`src/rtl/rp_8bit_uart.sv`:
```
// UART slave for the rp_8bit I/O bus: TX FIFO + shift FSM, RX synchronizer + mid-bit sampler.
// Optional even parity (UCR[4] PEN) is built only when RP_8BIT_UART_PARITY_EN is defined.
module rp_8bit_uart #(
  parameter logic [5:0] ADR = 6'h0C,
  parameter int         FAW = 2
) (
  input  logic       clk,
  input  logic       rst,
  input  logic       io_wen,
  input  logic       io_ren,
  input  logic [5:0] io_adr,
  input  logic [7:0] io_wdt,
  input  logic [7:0] io_msk,
  output logic [7:0] io_rdt,
  output logic [1:0] irq_req,
  output logic       uart_txd,
  input  logic       uart_rxd
);

  localparam int FDEPTH = 2 ** FAW;
`ifdef RP_8BIT_UART_PARITY_EN
  localparam logic [7:0] UCR_MASK = 8'h1F;
`else
  localparam logic [7:0] UCR_MASK = 8'h0F;
`endif

  typedef enum logic [2:0] {S_IDLE, S_START, S_DATA, S_PAR, S_STOP} state_t;

  // Bus decode
  logic [5:0] w_off;
  logic       w_hit;
  logic [7:0] w_wmask;
  logic       w_wr_udr, w_wr_usr, w_wr_ucr, w_wr_ubr, w_rd_udr;

  assign w_off    = io_adr - ADR;
  assign w_hit    = (w_off[5:2] == 4'd0);
  assign w_wmask  = io_wdt & io_msk;
  assign w_wr_udr = io_wen && w_hit && (w_off[1:0] == 2'd0);
  assign w_wr_usr = io_wen && w_hit && (w_off[1:0] == 2'd1);
  assign w_wr_ucr = io_wen && w_hit && (w_off[1:0] == 2'd2);
  assign w_wr_ubr = io_wen && w_hit && (w_off[1:0] == 2'd3);
  assign w_rd_udr = io_ren && w_hit && (w_off[1:0] == 2'd0);

  logic [7:0] r_ucr, r_ubr, r_rdr, r_rdt;
  logic       r_rxc, r_rov, r_fer, r_per;
  logic [1:0] r_irq;
  logic       w_txen, w_rxen, w_rxcie, w_txeie, w_pen;

  assign w_txen  = r_ucr[0];
  assign w_rxen  = r_ucr[1];
  assign w_rxcie = r_ucr[2];
  assign w_txeie = r_ucr[3];
`ifdef RP_8BIT_UART_PARITY_EN
  assign w_pen   = r_ucr[4];
`else
  assign w_pen   = 1'b0;
`endif

  always_ff @(posedge clk) begin
    if (rst) begin
      r_ucr <= 8'h00;
      r_ubr <= 8'h00;
    end else begin
      if (w_wr_ucr) r_ucr <= (w_wmask | (r_ucr & ~io_msk)) & UCR_MASK;
      if (w_wr_ubr) r_ubr <= w_wmask | (r_ubr & ~io_msk);
    end
  end

  // TX FIFO; an extra pointer bit separates full from empty
  logic [7:0]   r_fifo [FDEPTH];
  logic [FAW:0] r_wptr, r_rptr;
  logic         w_empty, w_full, w_push, w_tx_pop;
  logic [7:0]   w_head;

  assign w_empty = (r_wptr == r_rptr);
  assign w_full  = (r_wptr[FAW] != r_rptr[FAW]) && (r_wptr[FAW-1:0] == r_rptr[FAW-1:0]);
  assign w_push  = w_wr_udr && (!w_full || w_tx_pop);
  assign w_head  = r_fifo[r_rptr[FAW-1:0]];

  always_ff @(posedge clk) begin
    if (rst) begin
      r_wptr <= '0;
      r_rptr <= '0;
      for (int i = 0; i < FDEPTH; i++) r_fifo[i] <= 8'h00;
    end else begin
      if (w_push) begin
        r_fifo[r_wptr[FAW-1:0]] <= w_wmask;
        r_wptr <= r_wptr + (FAW+1)'(1);
      end
      if (w_tx_pop) r_rptr <= r_rptr + (FAW+1)'(1);
    end
  end

  // TX FSM
  state_t     r_tx_state, w_tx_next;
  logic [7:0] r_tx_cnt, r_tx_div, r_tx_sr;
  logic [2:0] r_tx_bit;
  logic       r_tx_par, r_txd, w_txd, w_tx_tick, w_txe;

  assign w_tx_tick = (r_tx_cnt == r_tx_div);
  assign w_tx_pop  = w_txen && !w_empty &&
                     ((r_tx_state == S_IDLE) || ((r_tx_state == S_STOP) && w_tx_tick));
  assign w_txe     = w_empty && (r_tx_state == S_IDLE);

  always_ff @(posedge clk) begin
    if (rst) r_tx_state <= S_IDLE;
    else     r_tx_state <= w_tx_next;
  end

  always_comb begin
    w_tx_next = r_tx_state;
    case (r_tx_state)
      S_IDLE:  if (w_tx_pop) w_tx_next = S_START;
      S_START: if (w_tx_tick) w_tx_next = S_DATA;
      S_DATA:  if (w_tx_tick && (r_tx_bit == 3'd7)) w_tx_next = w_pen ? S_PAR : S_STOP;
      S_PAR:   if (w_tx_tick) w_tx_next = S_STOP;
      S_STOP:  if (w_tx_tick) w_tx_next = w_tx_pop ? S_START : S_IDLE;
      default: w_tx_next = S_IDLE;
    endcase
  end

  always_comb begin
    w_txd = 1'b1;
    case (r_tx_state)
      S_START: w_txd = 1'b0;
      S_DATA:  w_txd = r_tx_sr[0];
      S_PAR:   w_txd = r_tx_par;
      default: w_txd = 1'b1;
    endcase
  end

  // Divisor is relatched every bit so UBR edits land on a bit boundary
  always_ff @(posedge clk) begin
    if (rst) begin
      r_txd    <= 1'b1;
      r_tx_cnt <= 8'h00;
      r_tx_div <= 8'h00;
      r_tx_sr  <= 8'h00;
      r_tx_bit <= 3'd0;
      r_tx_par <= 1'b0;
    end else begin
      r_txd <= w_txd;
      if (w_tx_pop) begin
        r_tx_sr  <= w_head;
        r_tx_par <= ^w_head;
        r_tx_bit <= 3'd0;
      end else if ((r_tx_state == S_DATA) && w_tx_tick) begin
        r_tx_sr  <= r_tx_sr >> 1;
        r_tx_bit <= r_tx_bit + 3'd1;
      end
      if ((r_tx_state == S_IDLE) || w_tx_tick) begin
        r_tx_cnt <= 8'h00;
        r_tx_div <= r_ubr;
      end else begin
        r_tx_cnt <= r_tx_cnt + 8'd1;
      end
    end
  end

  // RX FSM
  state_t     r_rx_state, w_rx_next;
  logic       r_rx_s1, r_rx_s2, w_rxd;
  logic [7:0] r_rx_cnt, r_rx_div, r_rx_sr, w_rx_half;
  logic [2:0] r_rx_bit;
  logic       r_rx_pbad, w_rx_tick, w_rx_deliver, w_rx_ferr, w_rx_pchk;

  assign w_rxd     = r_rx_s2;
  assign w_rx_half = r_rx_div >> 1;
  assign w_rx_tick = (r_rx_state == S_START) ? (r_rx_cnt == w_rx_half) : (r_rx_cnt == r_rx_div);

  always_ff @(posedge clk) begin
    if (rst) r_rx_state <= S_IDLE;
    else     r_rx_state <= w_rx_next;
  end

  always_comb begin
    w_rx_next = r_rx_state;
    if (!w_rxen) begin
      w_rx_next = S_IDLE;
    end else begin
      case (r_rx_state)
        S_IDLE:  if (!w_rxd) w_rx_next = S_START;
        S_START: if (w_rx_tick) w_rx_next = w_rxd ? S_IDLE : S_DATA;
        S_DATA:  if (w_rx_tick && (r_rx_bit == 3'd7)) w_rx_next = w_pen ? S_PAR : S_STOP;
        S_PAR:   if (w_rx_tick) w_rx_next = S_STOP;
        S_STOP:  if (w_rx_tick) w_rx_next = S_IDLE;
        default: w_rx_next = S_IDLE;
      endcase
    end
  end

  always_comb begin
    w_rx_deliver = 1'b0;
    w_rx_ferr    = 1'b0;
    w_rx_pchk    = 1'b0;
    if (w_rxen && w_rx_tick) begin
      w_rx_deliver = (r_rx_state == S_STOP);
      w_rx_ferr    = (r_rx_state == S_STOP) && !w_rxd;
      w_rx_pchk    = (r_rx_state == S_PAR);
    end
  end

  always_ff @(posedge clk) begin
    if (rst) begin
      r_rx_s1   <= 1'b1;
      r_rx_s2   <= 1'b1;
      r_rx_cnt  <= 8'h00;
      r_rx_div  <= 8'h00;
      r_rx_sr   <= 8'h00;
      r_rx_bit  <= 3'd0;
      r_rx_pbad <= 1'b0;
    end else begin
      r_rx_s1 <= uart_rxd;
      r_rx_s2 <= r_rx_s1;
      if ((r_rx_state == S_IDLE) || w_rx_tick) begin
        r_rx_cnt <= 8'h00;
        r_rx_div <= r_ubr;
      end else begin
        r_rx_cnt <= r_rx_cnt + 8'd1;
      end
      if (r_rx_state == S_IDLE) begin
        r_rx_bit  <= 3'd0;
        r_rx_pbad <= 1'b0;
      end else if ((r_rx_state == S_DATA) && w_rx_tick) begin
        r_rx_sr  <= {w_rxd, r_rx_sr[7:1]};
        r_rx_bit <= r_rx_bit + 3'd1;
      end
      if (w_rx_pchk) r_rx_pbad <= (^r_rx_sr) ^ w_rxd;
    end
  end

  // Status: error sets are written after the W1C clears so a same-cycle set wins
  always_ff @(posedge clk) begin
    if (rst) begin
      r_rdr <= 8'h00;
      r_rxc <= 1'b0;
      r_rov <= 1'b0;
      r_fer <= 1'b0;
      r_per <= 1'b0;
    end else begin
      if (w_wr_usr && w_wmask[3]) r_rov <= 1'b0;
      if (w_wr_usr && w_wmask[4]) r_fer <= 1'b0;
      if (w_wr_usr && w_wmask[5]) r_per <= 1'b0;
      if (w_rx_deliver && (!r_rxc || w_rd_udr)) begin
        r_rdr <= r_rx_sr;
        r_rxc <= 1'b1;
      end else if (w_rx_deliver) begin
        r_rov <= 1'b1;
      end else if (w_rd_udr) begin
        r_rxc <= 1'b0;
      end
      if (w_rx_ferr) r_fer <= 1'b1;
      if (w_rx_deliver && r_rx_pbad) r_per <= 1'b1;
    end
  end

  always_ff @(posedge clk) begin
    if (rst) begin
      r_rdt <= 8'h00;
      r_irq <= 2'b00;
    end else begin
      r_irq <= {w_txe & w_txeie, r_rxc & w_rxcie};
      if (io_ren && w_hit) begin
        case (w_off[1:0])
          2'd0:    r_rdt <= r_rdr;
          2'd1:    r_rdt <= {2'b00, r_per, r_fer, r_rov, w_full, w_txe, r_rxc};
          2'd2:    r_rdt <= r_ucr;
          default: r_rdt <= r_ubr;
        endcase
      end else begin
        r_rdt <= 8'h00;
      end
    end
  end

  assign io_rdt   = r_rdt;
  assign irq_req  = r_irq;
  assign uart_txd = r_txd;

endmodule

```
`config.mk`:
```
export PLATFORM = sky130hd
export DESIGN_NAME = rp_8bit_uart
export DESIGN_NICKNAME = d
export VERILOG_FILES = /design/src/rtl/rp_8bit_uart.sv
export SDC_FILE = /design/constraint.sdc
export NUM_CORES = 1
export LEC_CHECK = 0
export BUFFER_PORTS_ARGS = -buffer_cell sky130_fd_sc_hd__buf_2
export CAP_MARGIN = 40
export CORE_AREA = 2 2 101 103
export CTS_CLUSTER_DIAMETER = 150
export DETAILED_ROUTE_END_ITERATION = 7
export DIE_AREA = 0 0 103 105
export GPL_TIMING_DRIVEN = 0
export PLACE_DENSITY = 0.87
export REMOVE_ABC_BUFFERS = 1
export SETUP_SLACK_MARGIN = 0.02
export SYNTH_ARGS = -nofsm -noshare
export SYNTH_HDL_FRONTEND = slang
export SYNTH_SLANG_ARGS = --single-unit
```
`constraint.sdc`:
```
create_clock -name clk -period 6.4 [get_ports clk]
set_input_delay 0 -clock clk [delete_from_list [all_inputs] [get_ports clk]]
set_output_delay 0 -clock clk [all_outputs]
set_load 0.02 [all_outputs]
```
-- After elaboration in Yosys (flattened, before gate mapping)
Memory sizes are Yosys's and may differ from the RTL's. A register that Yosys moved wholly into a read port is not among the register bits.
Index checks and enable logic that the tools add are counted.
- memories: 1
- register bits: 105
- bits in writable memories: 32
- input bits: 27
- output and inout bits: 11
- word-level logic and storage cells: 175
- memory list (memory ; words ; width ; read ports ; clocked after Yosys merged registers in ; wr ports ; line ; RTL):
    r_fifo ; 4 ; 8 ; 1 ; 1 ; 4 ; 70 ; logic [7:0] r_fifo [FDEPTH];
- bitwise logic cells: 12
- equal/unequal tests: 30
- reductions and logical operators: 55
- $add $sub $neg: 7
- muxes and demuxes: 44
- operators by type and width (operator ; number):
    two-way mux 3 bit ; 10
    one-hot mux 3 bit (5 select lines) ; 2
    logical AND 1 bit ; 24
    two-way mux 8 bit ; 3
    one-hot mux 8 bit (3 select lines) ; 1
    two-way mux 1 bit ; 23
    != test 2 bit, second input constant ; 10
    adder 8 x 1 -> 8 bit, second input constant ; 2
    AND 8 bit ; 2
    equality test 8 bit ; 2
    XOR reduction 8 bit ; 2
    adder 3 x 1 -> 3 bit, second input constant ; 4
    equality test 3 x 2 -> 1 bit, second input constant ; 4
    equality test 3 bit, second input constant ; 4
    OR reduction 2 bit ; 6
    AND reduction 5 bit ; 2
    nonzero test 2 bit ; 5
    equality test 8 x 7 -> 1 bit ; 1
    two-way mux 2 bit ; 4
    inverter 8 bit ; 1
    OR 8 bit ; 1
    OR reduction 8 bit ; 1
    equality test 3 x 1 -> 1 bit, second input constant ; 2
    zero test 3 bit ; 2
    18 further kinds ; 30

-- Longest topological paths before layout
- word-level depth: 11
- gate-level depth with buffers: 9
- depth with buffers taken out: 6

-- Worst setup path before layout
Ideal clock, no wire load.
- kind: reg-to-reg
- from: reg r_tx_cnt[5]
- to: mem r_fifo[0][0], enable pin
- required time: 6013 ps
- data arrival time: 2337 ps
- library setup time: 387 ps
- buffers on the path: 1
- period minus slack after synthesis: 2723 ps
- path slack: 3677 ps
- stages on the path, launching flop included: 8
- cell sequence: dfxtp_1 -> xnor2_1 -> nand4_1 -> o32ai_2 -> a211o_1 -> nand3_1 -> clkbuf_1 -> o31ai_1
- RTL lines (what ; line ; RTL):
    start, declared ; 96 ; logic [7:0] r_tx_cnt, r_tx_div, r_tx_sr;
    start signal, assigned ; 155 ; r_tx_cnt <= r_tx_cnt + 8'd1;
    end, declared ; 70 ;

==> impl_metrics.json <==
{
  "cts_max_path_buffers": 2,
  "grt_pass1_wl_um": 27800,
  "cap_violations": 0,
  "cp_data_required_time_ns": 6.64,
  "drv_slew": 0,
  "area_delta_synth_final_pct": 19.2,
  "io_buffers": 37,
  "grt_pass1_vias": 5383,
  "fin_tns_setup_ns": 0,
  "dpl.hpwl_um": 10000,
  "async_flop_share": 0,
  "synth-seq-cells": 139,
  "first_pass_iters": 6,
  "tightest_slew_ns": 0.966,
  "yosys.area.top_type_share": 0.345,
  "crit_type": "reg -> reg",
  "num-fill-cells": 583,
  "startpoint_type": "flip-flop",
  "ff_latch_area_um2": 3100,
  "vias_per_cell": 6.43,
  "numCtsBuffers": 17,
  "initial_utilization": 0.645,
  "num_antenna_cells": 0,
  "grt-ovfl-total": 0,
  "grt_max_degree": 49,
  "drt_iter0_drc": 677,
  "yosysSeqAreaShare": 0.499,
  "dieArea_um2": 10800,
  "root_buffer": "clkbuf_8",
  "ir_drop_v": 0.000176,
  "synth_area_um2": 6210,
  "post-route-period-util": 0.634,
  "multi_input_area_um2": 2940,
  "yosys.area.top_type": "dfxtp_1",
  "die_x_um": 103,
  "gp_congestion": 0.898,
  "die_y_um": 105,
  "vias": 5428,
  "slew_headroom": 0.356,
  "end_kind": "flip-flop",
  "p_leak_nw": 2.55,
  "clkLatencyLatePin_ns": 0.53,
  "wl_um": 17000,
  "rsz0062_at_grt": "false",
  "path_clk_slew_ns": 0.06,
  "outcome": "finished, final reports clean",
  "cts_tree": "built",
  "netlist_instances": 640,
  "synth_cell_types": 50,
  "powerDensity_nw_per_um2": 254,
  "hold_viol": 0,
  "hold_path_class": "in -> reg",
  "synth_edf_count": 32,
  "synth_warnings": 0,
  "fin_crit_ns": 4.05,
  "wl_per_cell_um": 20.1,
  "coreArea_um2": 9640,
  "dp_cells": 776,
  "drc": 0,
  "layout-drive-gt1-share": 0.128,
  "ys.flop_type": "dfxtp_1",
  "num_io_pins": 38,
  "final_cell_area_um2": 7410,
  "antenna_found_initial": 0,
  "clock_sinks": 139,
  "gr-usage-all-layers": 0.336,
  "synthTopCellsByArea": "dfxtp_1 (34%), edfxtp_1 (15%), xnor2_1 (5.4%)",
  "cp_max_fo": 26,
  "setup_viol": 0,
  "finalNetCount": 736,
  "num_rows": 36,
  "finClkSkew_ns": 0.00772,
  "critPathArrivalTime_ns": 4.29,
  "postPlaceCellArea_um2": 6480,
  "fin_cells": 844,
  "max_freq_ghz": 0.247,
  "ctsHtreeMaxLevel": 4,
  "avgSynthCellArea_um2": 9.71,
  "drtAntennaViolNets": 0
}
## repair_timing
item / 4_1_cts / 5_1_grt
setup buffers: 0 / 0
endpoints found under the hold margin: 78 / 0
gates resized for setup: 0 / 0
endpoints found under the setup margin: 0 / 0
hold buffers: 39 / 0
## cells in the mapped netlist (3+ instances only)
master and instances:
xnor2_1 38, nor4b_1 8, nand2_1 70, nor2_1 72, nand4_1 5, a211oi_1 3
nor3b_1 3, or3_1 3, nor2b_1 7, clkbuf_1 32, edfxtp_1 32, mux2i_1 25
buf_2 3, o21ai_0 25, buf_1 3, a21oi_1 46, a22oi_1 7, nor3_1 8
a31oi_1 5, xor2_1 12, nand3b_1 3, inv_1 7, mux4_2 12, nand4b_1 3
nand3_1 48, a21boi_0 3, or2_2 3, ha_1 8, dfxtp_1 107, and3_1 5
nor4_1 10
## final cells by class
| class | count | share of cell area |
|---|---|---|
| Clock buffer | 28 | 0.0724 |
| Tap cell | 133 | 0.0225 |
| Inverter | 8 | 0.00405 |
| Timing Repair Buffer | 82 | 0.0851 |
| Clock inverter | 1 | 0.000675 |
| Sequential cell | 139 | 0.419 |
| Multi-Input combinational cell | 453 | 0.397 |
## logic make-up after synthesis
logic type               Yosys count  synth area share
AND/OR/NAND/NOR                  255             0.198
flip-flops                       139             0.499
AO/OA/AOI/OAI                    102            0.0995
XOR/XNOR                          50            0.0705
buffers and inverters             48            0.0308
multiplexers                      38            0.0856
adder cells (fa/ha/maj)            8            0.0161
## worst max-delay path, cell delays in order (launching register included)
cell and delay [ns]:
dfxtp_1 0.86, xnor2_1 0.19, nand3_1 0.18, and3_1 0.29, a211o_1 0.26, nand3_1 0.69, o31ai_1 1.00, buf_4 0.29
## per-layer routing
| layer | up-vias | track usage | wire length (um) |
|---|---|---|---|
| li1 | 2399 | - | - |
| met1 | 2545 | 0.397 | 5970 |
| met2 | 376 | 0.554 | 8560 |
| met3 | 108 | 0.0903 | 1390 |
| met4 | 0 | 0.173 | 1070 |
| met5 | - | 0 | 0 |
## per-stage QoR
stage	power [W]	hold slack, ns	util	setup slack [ns]
global route	0.00192	0.205	0.769	2.14
finish	0.00188	0.187	0.769	2.35
CTS	0.00187	0.148	0.769	2.56
detailed placement	0.000981	0.190	0.672	2.65
floorplan	0.000948	0.0691	-	3.29
global placement	0.000976	0.190	0.664	2.52
## layout by cell type, fill, tap and decap left out, drive strengths merged, types with 10 or more instances in the layout
cell and instances:
nand3 48, o21ai 25, a21oi 46, xnor2 38, nor4 10, clkbuf 28
mux4 12, dlygate4sd3 39, buf 43, edfxtp 32, dfxtp 107, xor2 12
mux2i 25, nor2 72, nand2 70
## power by group
part           internal [W]  switching, W
clock              0.000556      0.000350
combinational     0.0000289     0.0000402
sequential         0.000904    0.00000370
total               0.00149      0.000394
## final timing paths
check | from | endpoint | slack, ns | depth (start not counted)
worst max-delay path | r_wptr[1] | r_fifo[0][2] | 2.35 | 7
worst max register to register | r_wptr[1] | r_fifo[0][2] | 2.35 | 7
worst min register to register | r_rx_s1 | r_rx_s2 | 0.41 | 1
worst min-delay path | io_adr[3] | r_rov | 0.19 | 5
Note: power is estimated with default switching activity, not from simulation.
